$ cat src/rtl/avalon_packet_enforcer_pkg.sv
// avalon_packet_enforcer_pkg: shared FSM/mode types and counter width for the packet enforcer
package avalon_packet_enforcer_pack;
  typedef enum logic [1:0] {IDLE, IN_PKT, INSERT_EOP, DISCARD} avalon_packet_enforcer_sm_t;
  typedef enum logic {DSOP_DROP, DSOP_TRUNCATE} dsop_mode_t;
  localparam int ERR_CNT_WIDTH = 16;
endpackage

$ cat src/rtl/avalon_packet_enforcer_if.sv
// avalon_st_if: Avalon-ST bundle (valid/ready/sop/eop/data/empty); master drives, slave sinks
interface avalon_st_if #(
  parameter int DATA_WIDTH = 64,
  parameter int EMPTY_WIDTH = $clog2(DATA_WIDTH / 8)
);
  logic valid;
  logic ready;
  logic sop;
  logic eop;
  logic [DATA_WIDTH-1:0] data;
  logic [EMPTY_WIDTH-1:0] empty;
  modport master (output valid, sop, eop, data, empty, input ready);
  modport slave (input valid, sop, eop, data, empty, output ready);
endinterface

$ cat src/rtl/avalon_packet_enforcer_sat_err_counter.sv
// sat_err_counter: 16-bit saturating event counter; ports clk, rst, inc, clr (wins over inc), count
module sat_err_counter
  import avalon_packet_enforcer_pack::*;
(
  input  logic clk,
  input  logic rst,
  input  logic inc,
  input  logic clr,
  output logic [ERR_CNT_WIDTH-1:0] count
);
  logic [ERR_CNT_WIDTH-1:0] r_count;
  always_ff @(posedge clk) begin
    if (rst || clr) r_count <= '0;
    else if (inc && !(&r_count)) r_count <= r_count + 1'b1;
  end
  assign count = r_count;
endmodule

$ cat src/rtl/avalon_packet_enforcer.sv
// avalon_packet_enforcer: repairs SOP/EOP framing of an untrusted Avalon-ST stream; ports clk, rst, untrusted_msg (in), enforced_msg (out), counters_clear, error pulses and saturating counts
module avalon_packet_enforcer
  import avalon_packet_enforcer_pack::*;
#(
  parameter int DATA_WIDTH = 64,
  parameter int MAX_PKT_BEATS = 256,
  parameter dsop_mode_t DOUBLE_SOP_MODE = DSOP_DROP
) (
  input  logic clk,
  input  logic rst,
  avalon_st_if.slave untrusted_msg,
  avalon_st_if.master enforced_msg,
  input  logic counters_clear,
  output logic missing_sop_error,
  output logic double_sop_error,
  output logic length_error,
  output logic [ERR_CNT_WIDTH-1:0] missing_sop_cnt,
  output logic [ERR_CNT_WIDTH-1:0] double_sop_cnt,
  output logic [ERR_CNT_WIDTH-1:0] length_err_cnt
);
  localparam int CW = $clog2(MAX_PKT_BEATS + 1);
  localparam logic [CW-1:0] LAST = CW'(MAX_PKT_BEATS - 1);
  avalon_packet_enforcer_sm_t r_state, w_state_nxt;
  logic [CW-1:0] r_cnt, w_cnt_nxt;
  logic [DATA_WIDTH-1:0] w_data;
  logic w_v, w_rdy, w_sop, w_eop, w_idle, w_in_pkt, w_ins, w_trunc, w_drop, w_stall, w_out_v;
  assign w_v = untrusted_msg.valid & ~rst;
  assign w_rdy = enforced_msg.ready;
  assign w_sop = untrusted_msg.sop;
  assign w_eop = untrusted_msg.eop;
  assign w_data = untrusted_msg.data;
  // DISCARD treats an SOP beat exactly as IDLE does
  assign w_idle = (r_state == IDLE) | (r_state == DISCARD);
  assign w_in_pkt = r_state == IN_PKT;
  assign w_ins = (r_state == INSERT_EOP) & ~rst;
  assign w_trunc = w_v & w_in_pkt & ~w_sop & ~w_eop & (r_cnt == LAST);
  assign w_drop = w_v & ((~w_sop & w_idle) | (w_sop & w_in_pkt & (DOUBLE_SOP_MODE == DSOP_DROP)));
  // the offending SOP is held upstream while the closing EOP is emitted
  assign w_stall = w_v & w_sop & w_in_pkt & (DOUBLE_SOP_MODE == DSOP_TRUNCATE);
  assign missing_sop_error = w_v & ~w_sop & (r_state == IDLE);
  assign double_sop_error = w_v & w_sop & w_in_pkt;
  assign length_error = w_trunc & w_rdy;
  assign w_out_v = w_ins | (w_v & ~w_drop & ~w_stall);
  assign enforced_msg.valid = w_out_v;
  assign enforced_msg.sop = w_sop & ~w_ins;
  assign enforced_msg.eop = w_ins | w_trunc | w_eop;
  assign enforced_msg.empty = (w_out_v & ~w_ins & ~w_trunc) ? untrusted_msg.empty : '0;
  assign enforced_msg.data = (w_out_v & ~w_ins) ? w_data : '0;
  assign untrusted_msg.ready = ~rst & ~w_ins & ~w_stall & (w_drop | w_rdy);
  always_comb begin
    w_state_nxt = r_state;
    w_cnt_nxt = r_cnt;
    if (w_stall) w_state_nxt = INSERT_EOP;
    else if (w_ins) w_state_nxt = w_rdy ? IDLE : INSERT_EOP;
    else if (w_v & w_idle & w_sop & w_rdy) begin
      w_state_nxt = w_eop ? IDLE : IN_PKT;
      w_cnt_nxt = CW'(1);
    end
    else if (w_v & (r_state == DISCARD) & ~w_sop & w_eop) w_state_nxt = IDLE;
    else if (w_v & w_in_pkt & ~w_sop & w_rdy) begin
      w_state_nxt = w_eop ? IDLE : w_trunc ? DISCARD : IN_PKT;
      w_cnt_nxt = r_cnt + CW'(1);
    end
  end
  always_ff @(posedge clk) begin
    if (rst) begin
      r_state <= IDLE;
      r_cnt <= '0;
    end else begin
      r_state <= w_state_nxt;
      r_cnt <= w_cnt_nxt;
    end
  end
  sat_err_counter u_miss_cnt (.clk(clk), .rst(rst), .inc(missing_sop_error), .clr(counters_clear), .count(missing_sop_cnt));
  sat_err_counter u_dsop_cnt (.clk(clk), .rst(rst), .inc(double_sop_error), .clr(counters_clear), .count(double_sop_cnt));
  sat_err_counter u_len_cnt (.clk(clk), .rst(rst), .inc(length_error), .clr(counters_clear), .count(length_err_cnt));
endmodule
$ cat src/flat_wrapper.sv
// flat-port wrapper written by rule: the top's interface ports become plain ports
module avalon_packet_enforcer_flat import avalon_packet_enforcer_pack::*;
#(
  parameter int DATA_WIDTH = 64,
  parameter int MAX_PKT_BEATS = 256,
  parameter dsop_mode_t DOUBLE_SOP_MODE = DSOP_DROP
)
  (clk, rst, counters_clear, missing_sop_error, double_sop_error, length_error, missing_sop_cnt, double_sop_cnt, length_err_cnt, untrusted_msg_valid, untrusted_msg_sop, untrusted_msg_eop, untrusted_msg_data, untrusted_msg_empty, untrusted_msg_ready, enforced_msg_valid, enforced_msg_sop, enforced_msg_eop, enforced_msg_data, enforced_msg_empty, enforced_msg_ready);
  avalon_st_if #(.DATA_WIDTH(DATA_WIDTH)) untrusted_msg_i ();
  avalon_st_if #(.DATA_WIDTH(DATA_WIDTH)) enforced_msg_i ();
  input  logic clk;
  input  logic rst;
  input  logic counters_clear;
  output logic missing_sop_error;
  output logic double_sop_error;
  output logic length_error;
  output logic [ERR_CNT_WIDTH-1:0] missing_sop_cnt;
  output logic [ERR_CNT_WIDTH-1:0] double_sop_cnt;
  output logic [ERR_CNT_WIDTH-1:0] length_err_cnt;
  input wire logic [$bits(untrusted_msg_i.valid)-1:0] untrusted_msg_valid;
  input wire logic [$bits(untrusted_msg_i.sop)-1:0] untrusted_msg_sop;
  input wire logic [$bits(untrusted_msg_i.eop)-1:0] untrusted_msg_eop;
  input wire logic [$bits(untrusted_msg_i.data)-1:0] untrusted_msg_data;
  input wire logic [$bits(untrusted_msg_i.empty)-1:0] untrusted_msg_empty;
  output wire logic [$bits(untrusted_msg_i.ready)-1:0] untrusted_msg_ready;
  output wire logic [$bits(enforced_msg_i.valid)-1:0] enforced_msg_valid;
  output wire logic [$bits(enforced_msg_i.sop)-1:0] enforced_msg_sop;
  output wire logic [$bits(enforced_msg_i.eop)-1:0] enforced_msg_eop;
  output wire logic [$bits(enforced_msg_i.data)-1:0] enforced_msg_data;
  output wire logic [$bits(enforced_msg_i.empty)-1:0] enforced_msg_empty;
  input wire logic [$bits(enforced_msg_i.ready)-1:0] enforced_msg_ready;
  assign untrusted_msg_i.valid = untrusted_msg_valid;
  assign untrusted_msg_i.sop = untrusted_msg_sop;
  assign untrusted_msg_i.eop = untrusted_msg_eop;
  assign untrusted_msg_i.data = untrusted_msg_data;
  assign untrusted_msg_i.empty = untrusted_msg_empty;
  assign untrusted_msg_ready = untrusted_msg_i.ready;
  assign enforced_msg_valid = enforced_msg_i.valid;
  assign enforced_msg_sop = enforced_msg_i.sop;
  assign enforced_msg_eop = enforced_msg_i.eop;
  assign enforced_msg_data = enforced_msg_i.data;
  assign enforced_msg_empty = enforced_msg_i.empty;
  assign enforced_msg_i.ready = enforced_msg_ready;
  avalon_packet_enforcer #(.DATA_WIDTH(DATA_WIDTH), .MAX_PKT_BEATS(MAX_PKT_BEATS), .DOUBLE_SOP_MODE(DOUBLE_SOP_MODE)) u_core (.clk(clk), .rst(rst), .untrusted_msg(untrusted_msg_i), .enforced_msg(enforced_msg_i), .counters_clear(counters_clear), .missing_sop_error(missing_sop_error), .double_sop_error(double_sop_error), .length_error(length_error), .missing_sop_cnt(missing_sop_cnt), .double_sop_cnt(double_sop_cnt), .length_err_cnt(length_err_cnt));
endmodule
$ cat config.mk
export PLATFORM = sky130hd
export DESIGN_NAME = avalon_packet_enforcer_flat
export DESIGN_NICKNAME = d
export VERILOG_FILES = /design/src/rtl/avalon_packet_enforcer_pkg.sv /design/src/rtl/avalon_packet_enforcer_if.sv /design/src/rtl/avalon_packet_enforcer_sat_err_counter.sv /design/src/rtl/avalon_packet_enforcer.sv /design/src/flat_wrapper.sv
export SDC_FILE = /design/constraint.sdc
export NUM_CORES = 1
export LEC_CHECK = 0
export CORE_ASPECT_RATIO = 1.1
export CORE_MARGIN = 5
export CORE_UTILIZATION = 43
export CTS_BUF_LIST = sky130_fd_sc_hd__clkbuf_8 sky130_fd_sc_hd__clkbuf_16
export CTS_CLUSTER_DIAMETER = 120
export DETAILED_ROUTE_END_ITERATION = 10
export PLACE_DENSITY_LB_ADDON = 0.25
export REMOVE_ABC_BUFFERS = 1
export SYNTH_ARGS = -nofsm -noshare
export SYNTH_HDL_FRONTEND = slang
export SYNTH_SLANG_ARGS = --single-unit
$ cat constraint.sdc
create_clock -name clk -period 3.6 [get_ports clk]
set_input_delay 0.72 -clock clk [delete_from_list [all_inputs] [get_ports clk]]
set_output_delay 0.72 -clock clk [all_outputs]
set_load 0.005 [all_outputs]
**After elaboration in Yosys (flattened, before gate mapping)**

Cells that the tools add are included.
Widths: inputs -> output; s select.

- Register bits after elaboration: 59
- Latch bits: 0
- Memory bits (writable): 0
- ROM bits: 0
- Input bits: 74
- Output and inout port bits: 122
- Logic and storage cells: 80
- Memories: 0

- Add/sub/neg operators: 4
- Multipliers: 0
- Divide/modulo/power cells: 0
- Order comparisons: 0
- Eq/ne operators: 5
- Shift operators: 0
- Mux-type cells: 13
- Bitwise operators: 39
- Reduce and logical (&&, ||, !) cells: 14

Operators with widths:

| kind | count |
|---|---|
| $mux 64 | 1 |
| $add 16x1->16 const B | 3 |
| $reduce_and 16->1 | 3 |
| $and 1x1->1 | 27 |
| $mux 9 | 3 |
| $mux 2 | 7 |
| $add 9x1->9 const B | 1 |
| $eq 9x8->1 const B | 1 |
| $not 1->1 | 6 |
| $or 1x1->1 | 6 |
| $eq 2x2->1 const B | 2 |
| $reduce_bool 4->1 | 1 |
| $logic_and 1x1->1 | 3 |
| $logic_not 1->1 | 3 |
| $mux 3 | 1 |
| $reduce_and 3->1 | 1 |
| $eq 2x1->1 const B | 1 |
| $logic_not 2->1 | 1 |
| $ne 2x1->1 const B | 1 |
| $reduce_bool 2->1 | 1 |
| $logic_or 1x1->1 | 1 |
| $mux 1 | 1 |

**Longest topological paths before layout**

- Depth after elaboration: 12
- Gate-level depth with buffers: 9
- Gate-level depth less buffers: 8

**Hierarchy**

From an unflattened synthesis, not the netlist that was laid out.

- Cell total of the unflattened synthesis: 451
- Area total of the unflattened synthesis: 3712.3 um^2

By module, submodules not included:

| module | times used | cells each | area each (um^2) | sequential area each (um^2) |
|---|---|---|---|---|
| sat_err_counter | 3 | 92 | 814.5 | 320.3 |
| avalon_packet_enforcer | 1 | 175 | 1268.7 | 220.2 |

**Worst setup path after synthesis**

No wires, ideal clock.

- Kind: input-to-output
- Start: input port untrusted_msg_sop
- End: output port enforced_msg_data[13]
- Data arrival time: 1948 ps
- Path slack: 932 ps
- Stages on the path: 6
- Path buffers: 3
- Cells stage by stage: clkbuf_1 nand2b_1 a211oi_1 clkbuf_1 clkbuf_1 and2_1

- Word-level cells in the longest chain between the ends: 9
- Elaborated cells on any way between the ends: 10

RTL lines:

| what | RTL line | source |
|---|---|---|
| from (decl) | flat_wrapper.sv:21 | `input wire logic [$bits(untrusted_msg_i.sop)-1:0] untrusted_msg_sop;` |
| $not 1->1 | avalon_packet_enforcer.sv:37 | `assign w_drop = w_v & ((~w_sop & w_idle) \| (w_sop & w_in_pkt & (DOUBLE_SOP_MODE == DSOP_DROP)));` |
| $and 1x1->1 | avalon_packet_enforcer.sv:37 |  |
| $or 1x1->1 (*) | avalon_packet_enforcer.sv:37 |  |
| $and 1x1->1 (*) | avalon_packet_enforcer.sv:37 |  |
| $not 1->1 (*) | avalon_packet_enforcer.sv:43 | `assign w_out_v = w_ins \| (w_v & ~w_drop & ~w_stall);` |
| $and 1x1->1 (*) | avalon_packet_enforcer.sv:43 |  |
| $or 1x1->1 (*) | avalon_packet_enforcer.sv:43 |  |
| $and 1x1->1 (*) | avalon_packet_enforcer.sv:48 | `assign enforced_msg.data = (w_out_v & ~w_ins) ? w_data : '0;` |
| $mux 64 (*) | avalon_packet_enforcer.sv:48 |  |
| to (decl) | flat_wrapper.sv:29 | `output wire logic [$bits(enforced_msg_i.data)-1:0] enforced_msg_data;` |

Mark *: on every way between the ends. The rest lies on a longest branch, timed or not.

**Final worst setup path**

- Start: input port untrusted_msg_valid
- End: output port enforced_msg_empty[1]

- Word-level cells in the longest chain between the ends: 8
- Elaborated cells on any way between the ends: 13

RTL lines:

| what | RTL line | source |
|---|---|---|
| from (decl) | flat_wrapper.sv:20 | `input wire logic [$bits(untrusted_msg_i.valid)-1:0] untrusted_msg_valid;` |
| $and 1x1->1 (*) | avalon_packet_enforcer.sv:27 | `assign w_v = untrusted_msg.valid & ~rst;` |
| $and 1x1->1, on equally long branches | avalon_packet_enforcer.sv:37, avalon_packet_enforcer.sv:36 |  |
| $not 1->1 / $and 1x1->1 (equally long branches) | avalon_packet_enforcer.sv:43, avalon_packet_enforcer.sv:36 |  |
| $and 1x1->1, on equally long branches | avalon_packet_enforcer.sv:43, avalon_packet_enforcer.sv:36 |  |
| $or 1x1->1 / $and 1x1->1 (equally long branches) | avalon_packet_enforcer.sv:43, avalon_packet_enforcer.sv:36 |  |
| $and 1x1->1 / $not 1->1 (equally long branches) | avalon_packet_enforcer.sv:47 | `assign enforced_msg.empty = (w_out_v & ~w_ins & ~w_trunc) ? untrusted_msg.empty : '0;` |
| $and 1x1->1 (*) | avalon_packet_enforcer.sv:47 |  |
| $mux 3 (*) | avalon_packet_enforcer.sv:47 |  |
| to (decl) | flat_wrapper.sv:30 | `output wire logic [$bits(enforced_msg_i.empty)-1:0] enforced_msg_empty;` |

Marked as above.

==> results.txt <==
The run finished with clean final reports. After synthesis, the cell types taking the most area are dfxtp_1, and2_1, a21oi_1. The share of total power dissipated in the clock network is 44.9%. Number of CTS-inserted buffers: 9.

The final count of hold timing violations is 0. The worst setup path is captured at an output pin. The number of max-capacitance violations reported was 0. The startpoint type of the worst setup path was a primary input.

Once detail routing completed, the nets flagged for antenna violations numbered 0. The core region is 8450 sq um. Measured along the x axis, the die boundary spans 99.2 um. Entering global routing, the biggest net connects 47 pins. Per report_power, the combinational group accounts for 16.1% of the total. After layout, the worst path uses 96.7% of the clock period. First-iteration detailed-routing DRC count: 378.

The clock latency on the worst-skew pair was 330 ps. Each instance of the synthesized netlist takes up on average 7.88 sq um. For this run, asynchronously set or reset flops after synthesis account for 0%. The logs give 0 for the number of hold buffers added after CTS and 2.10 nW for the static leakage. After detailed routing, the average wire length per cell comes to 20.1 um.

The area share of and/or/nand/nor cells after synthesis works out to 38.8%. The maximum net fanout on the critical path was 23; the compound-cell area share of the yosys netlist was 20.0%. For the final database, setup skew stands at 9.85 ps. The standard cell with the maximum stage delay on the critical path is clkdlybuf4s50_1. The run gives 0 as the number of warnings reported in the yosys synthesis log. Cell type with the highest aggregate area in the netlist: dfxtp_1. The cell area after layout was 6160 sq um. In this run the number of H-tree levels came out at 3. The portion of netlist area occupied by mux cells works out to 2.40%. The routed design has 15,900 um of wire. The total overflow left after global routing is 0. The via count of the first global-routing pass was 4,355. At the worst endpoint, the arrival time is 2760 ps. Global routing consumed, over all layers together, 28.2% of the routing resources.

The per-cell via count in the routed design was 5.89. The tree is rooted in a clkbuf_8. The number of fillers in the final layout is 669, and the switching share of power is 23.1%. Data on the critical path is required at its endpoint by 2880 ps. The number of synthesized flops with an enable pin was 0; the number of distinct standard cells referenced by the synthesized netlist was 52.

The tools report the worst setup slack after layout as 120 ps. Summed over all nets, the half-perimeter wirelength after detailed placement is 12,300 um. The startpoint identified for the worst register-to-register timing path is u_core.r_cnt[0]. The post-synthesis adder-cell area fraction works out to 2.99%.

The tools report the net switching power of the design as 0.389 mW. The library cell used most frequently in the layout, excluding fill and tap cells, is clkdlybuf4s50_1. The first TritonRoute pass finished after 5 iterations. Registers are responsible for 39.0% of the overall power.

The boundary pin count was 196; the global-route wire length before repair was 23,500 um. The post-synthesis register bit count works out to 59. The area added between synthesis and finish was 63.7%; the worst slack after detailed placement was 79.9 ps. After floorplanning, the core was divided into 35 placement rows.

Once the floorplan was initialized, standard cells occupied 44.5% of the core. In this run the cell area of the synthesized design comes to 3760 sq um. The die covers 10,700 sq um. Summing over every cut layer, the via total after detailed routing is 4,657. Static timing analysis puts the maximum clock frequency at 287 MHz.

The signal on the critical path passes through clkdlybuf4s50_1, or2b_1, a211oi_4, buf_12, nor2b_2, and2_1, clkdlybuf4s50_1. The top cell types in the final layout, fill and taps aside, are clkdlybuf4s50_1, and2_1, dfxtp_1. The net count of the finished layout is 752. The tightest slew margin relative to the limit is 19.7%, and the share of cells above drive strength 1 is 5.49%. Power spread over the standard cell area amounts to 274 nW/um^2. The setup path with the least slack is of type primary input to output pin.

For the number of buffers between clock root and the deepest sink, the log shows 2. Cell occurring most often along the worst timing path: clkdlybuf4s50_1. The stage delay of the slowest cell on the critical path came out at 520 ps. The final critical delay including setup and external delays is 3480 ps. The worst min-delay path startpoint was u_core.r_cnt[5]. Among all flip-flop cells after synthesis, the most frequent one is dfxtp_1. The slew of the pin with the lowest slew margin is 1200 ps, and the clock sink total is 59.

The tightest min-delay check is of the flop to flop type. The dominant combinational cell family by area after synthesis is simple AND/OR/NAND/NOR gates. For this run, the register share of the synthesized area comes to 31.4%. In this run the tool buffered the top-level ports with 195 buffer cells.

The xor-xnor portion of the synthesized cell area came out at 0.233%. The internal power consumption is 1.30 mW, and the placed instance area is 5860 sq um. For this run, design rule violations remaining after detail routing come to 0.

In this run the biggest area consumer among cell types represents 31.4% of the synthesized area. Synthesis produced a netlist whose cell count is 477. For the final routed database, the setup TNS stands at 0 ps. The routability congestion estimate from global placement was 0.935; the number of endpoints failing setup at the final stage was 0. The number of max-slew violations in the final report is 0.

TritonCTS built the clock tree. The run gives 12 as the number of antenna violations at the first check in global routing. The maximum vdd ir drop was 219 uV; the height of the die was 108 um.

After clock tree synthesis, the clock-pin slew on the worst setup and hold paths is 70 ps. The startpoint of the most critical setup path was untrusted_msg_valid.
area by class of cell:
type	count	area [sq um]	share of cell area, %
multi-input combinational	376	2440	39.6
timing repair buffer	208	2080	33.8
antenna	5	12.5	0.203
tap	111	139	2.26
clock buffer	10	138	2.24
inverter	15	56.3	0.914
sequential	59	1180	19.2
clock inverter	6	111	1.81
cell usage after synthesis, types with 2 or more instances:
| cell type | count |
|---|---|
| a31oi_1 | 5 |
| buf_1 | 2 |
| inv_1 | 15 |
| o31ai_1 | 22 |
| nor2_1 | 12 |
| ha_1 | 9 |
| a41o_1 | 4 |
| o21ai_0 | 17 |
| a21boi_0 | 2 |
| o21a_1 | 2 |
| a2111o_1 | 3 |
| a311oi_1 | 2 |
| nor3_1 | 6 |
| and4_1 | 12 |
| nor4_1 | 7 |
| a21oi_1 | 42 |
| o41ai_1 | 2 |
| mux2i_1 | 9 |
| and3_1 | 6 |
| or4_1 | 25 |
| nand2b_1 | 2 |
| nand2_1 | 35 |
| dfxtp_1 | 59 |
| and2_1 | 67 |
| or3_1 | 16 |
| nand3_1 | 22 |
| a211oi_1 | 5 |
| nand4_1 | 14 |
| o211ai_1 | 2 |
| nand3b_1 | 2 |
| clkbuf_1 | 24 |
| or2_2 | 3 |
| nand4b_1 | 3 |
through the flow:
step / power (mW) / hold WS, ps / utilization, % / std cells
6_report: 1.68 / 492 / 72.8 / 790
5_1_grt: 1.74 / 508 / 72.8 / 790
4_1_cts: 1.69 / 483 / 72.2 / 783
3_5_place_dp: 0.931 / 473 / 69.3 / 767
3_3_place_gp: 0.931 / 458 / 69.3 / 767
2_1_floorplan: 0.741 / 442 / - / 450
power groups by stage:
stage	Combinational (mW)	Sequential (mW)	Clock, mW
2_1_floorplan	0.0694	0.671	0
3_3_place_gp	0.260	0.672	0
3_5_place_dp	0.259	0.672	0
4_1_cts	0.264	0.657	0.770
5_1_grt	0.288	0.657	0.800
6_report	0.271	0.657	0.757
worst paths after layout:
kind,endpoint,slack (ps),cells after the start
max,enforced_msg_empty[1],120,7
min,u_core.r_cnt[5],490,2
max reg2reg,u_core.u_len_cnt.count[13],970,7
min reg2reg,u_core.r_cnt[5],490,2
critical path: cells and delay by family:
family                 cells  cell delay (ps)
AND/OR/NAND/NOR            3              630
AO/OA/AOI/OAI              1              240
buffers and inverters      3             1180
flip-flops by register name (all words and copies together), names as in the netlist:
| register | count |
|---|---|
| u_core.r_cnt | 9 |
| u_core.r_state | 2 |
| u_core.u_dsop_cnt.count | 16 |
| u_core.u_len_cnt.count | 16 |
| u_core.u_miss_cnt.count | 16 |
layer usage:
layer | GRT usage [%] | up-vias | wire [um]
met1 | 34.3 | 2175 | 6010
met3 | 11.3 | 31 | 1890
met4 | 13.5 | 2 | 586
met2 | 43.5 | 255 | 7410
met5 | 0 | - | 13
li1 | - | 2194 | -
what timing repair did:
action	in CTS	in global routing
buffers inserted	0	1
resized for setup	0	2
setup endpoints to repair	0	23
logic make-up after synthesis:
| kind of cell | Yosys count |
|---|---|
| AOI/OAI and AO/OA | 116 |
| buffers and inverters | 42 |
| xor gates and xnor gates | 1 |
| muxes | 9 |
| DFF | 59 |
| adders and majority gates | 9 |
| and+or+nand+nor | 241 |
Power figures use the tool's default switching activity.
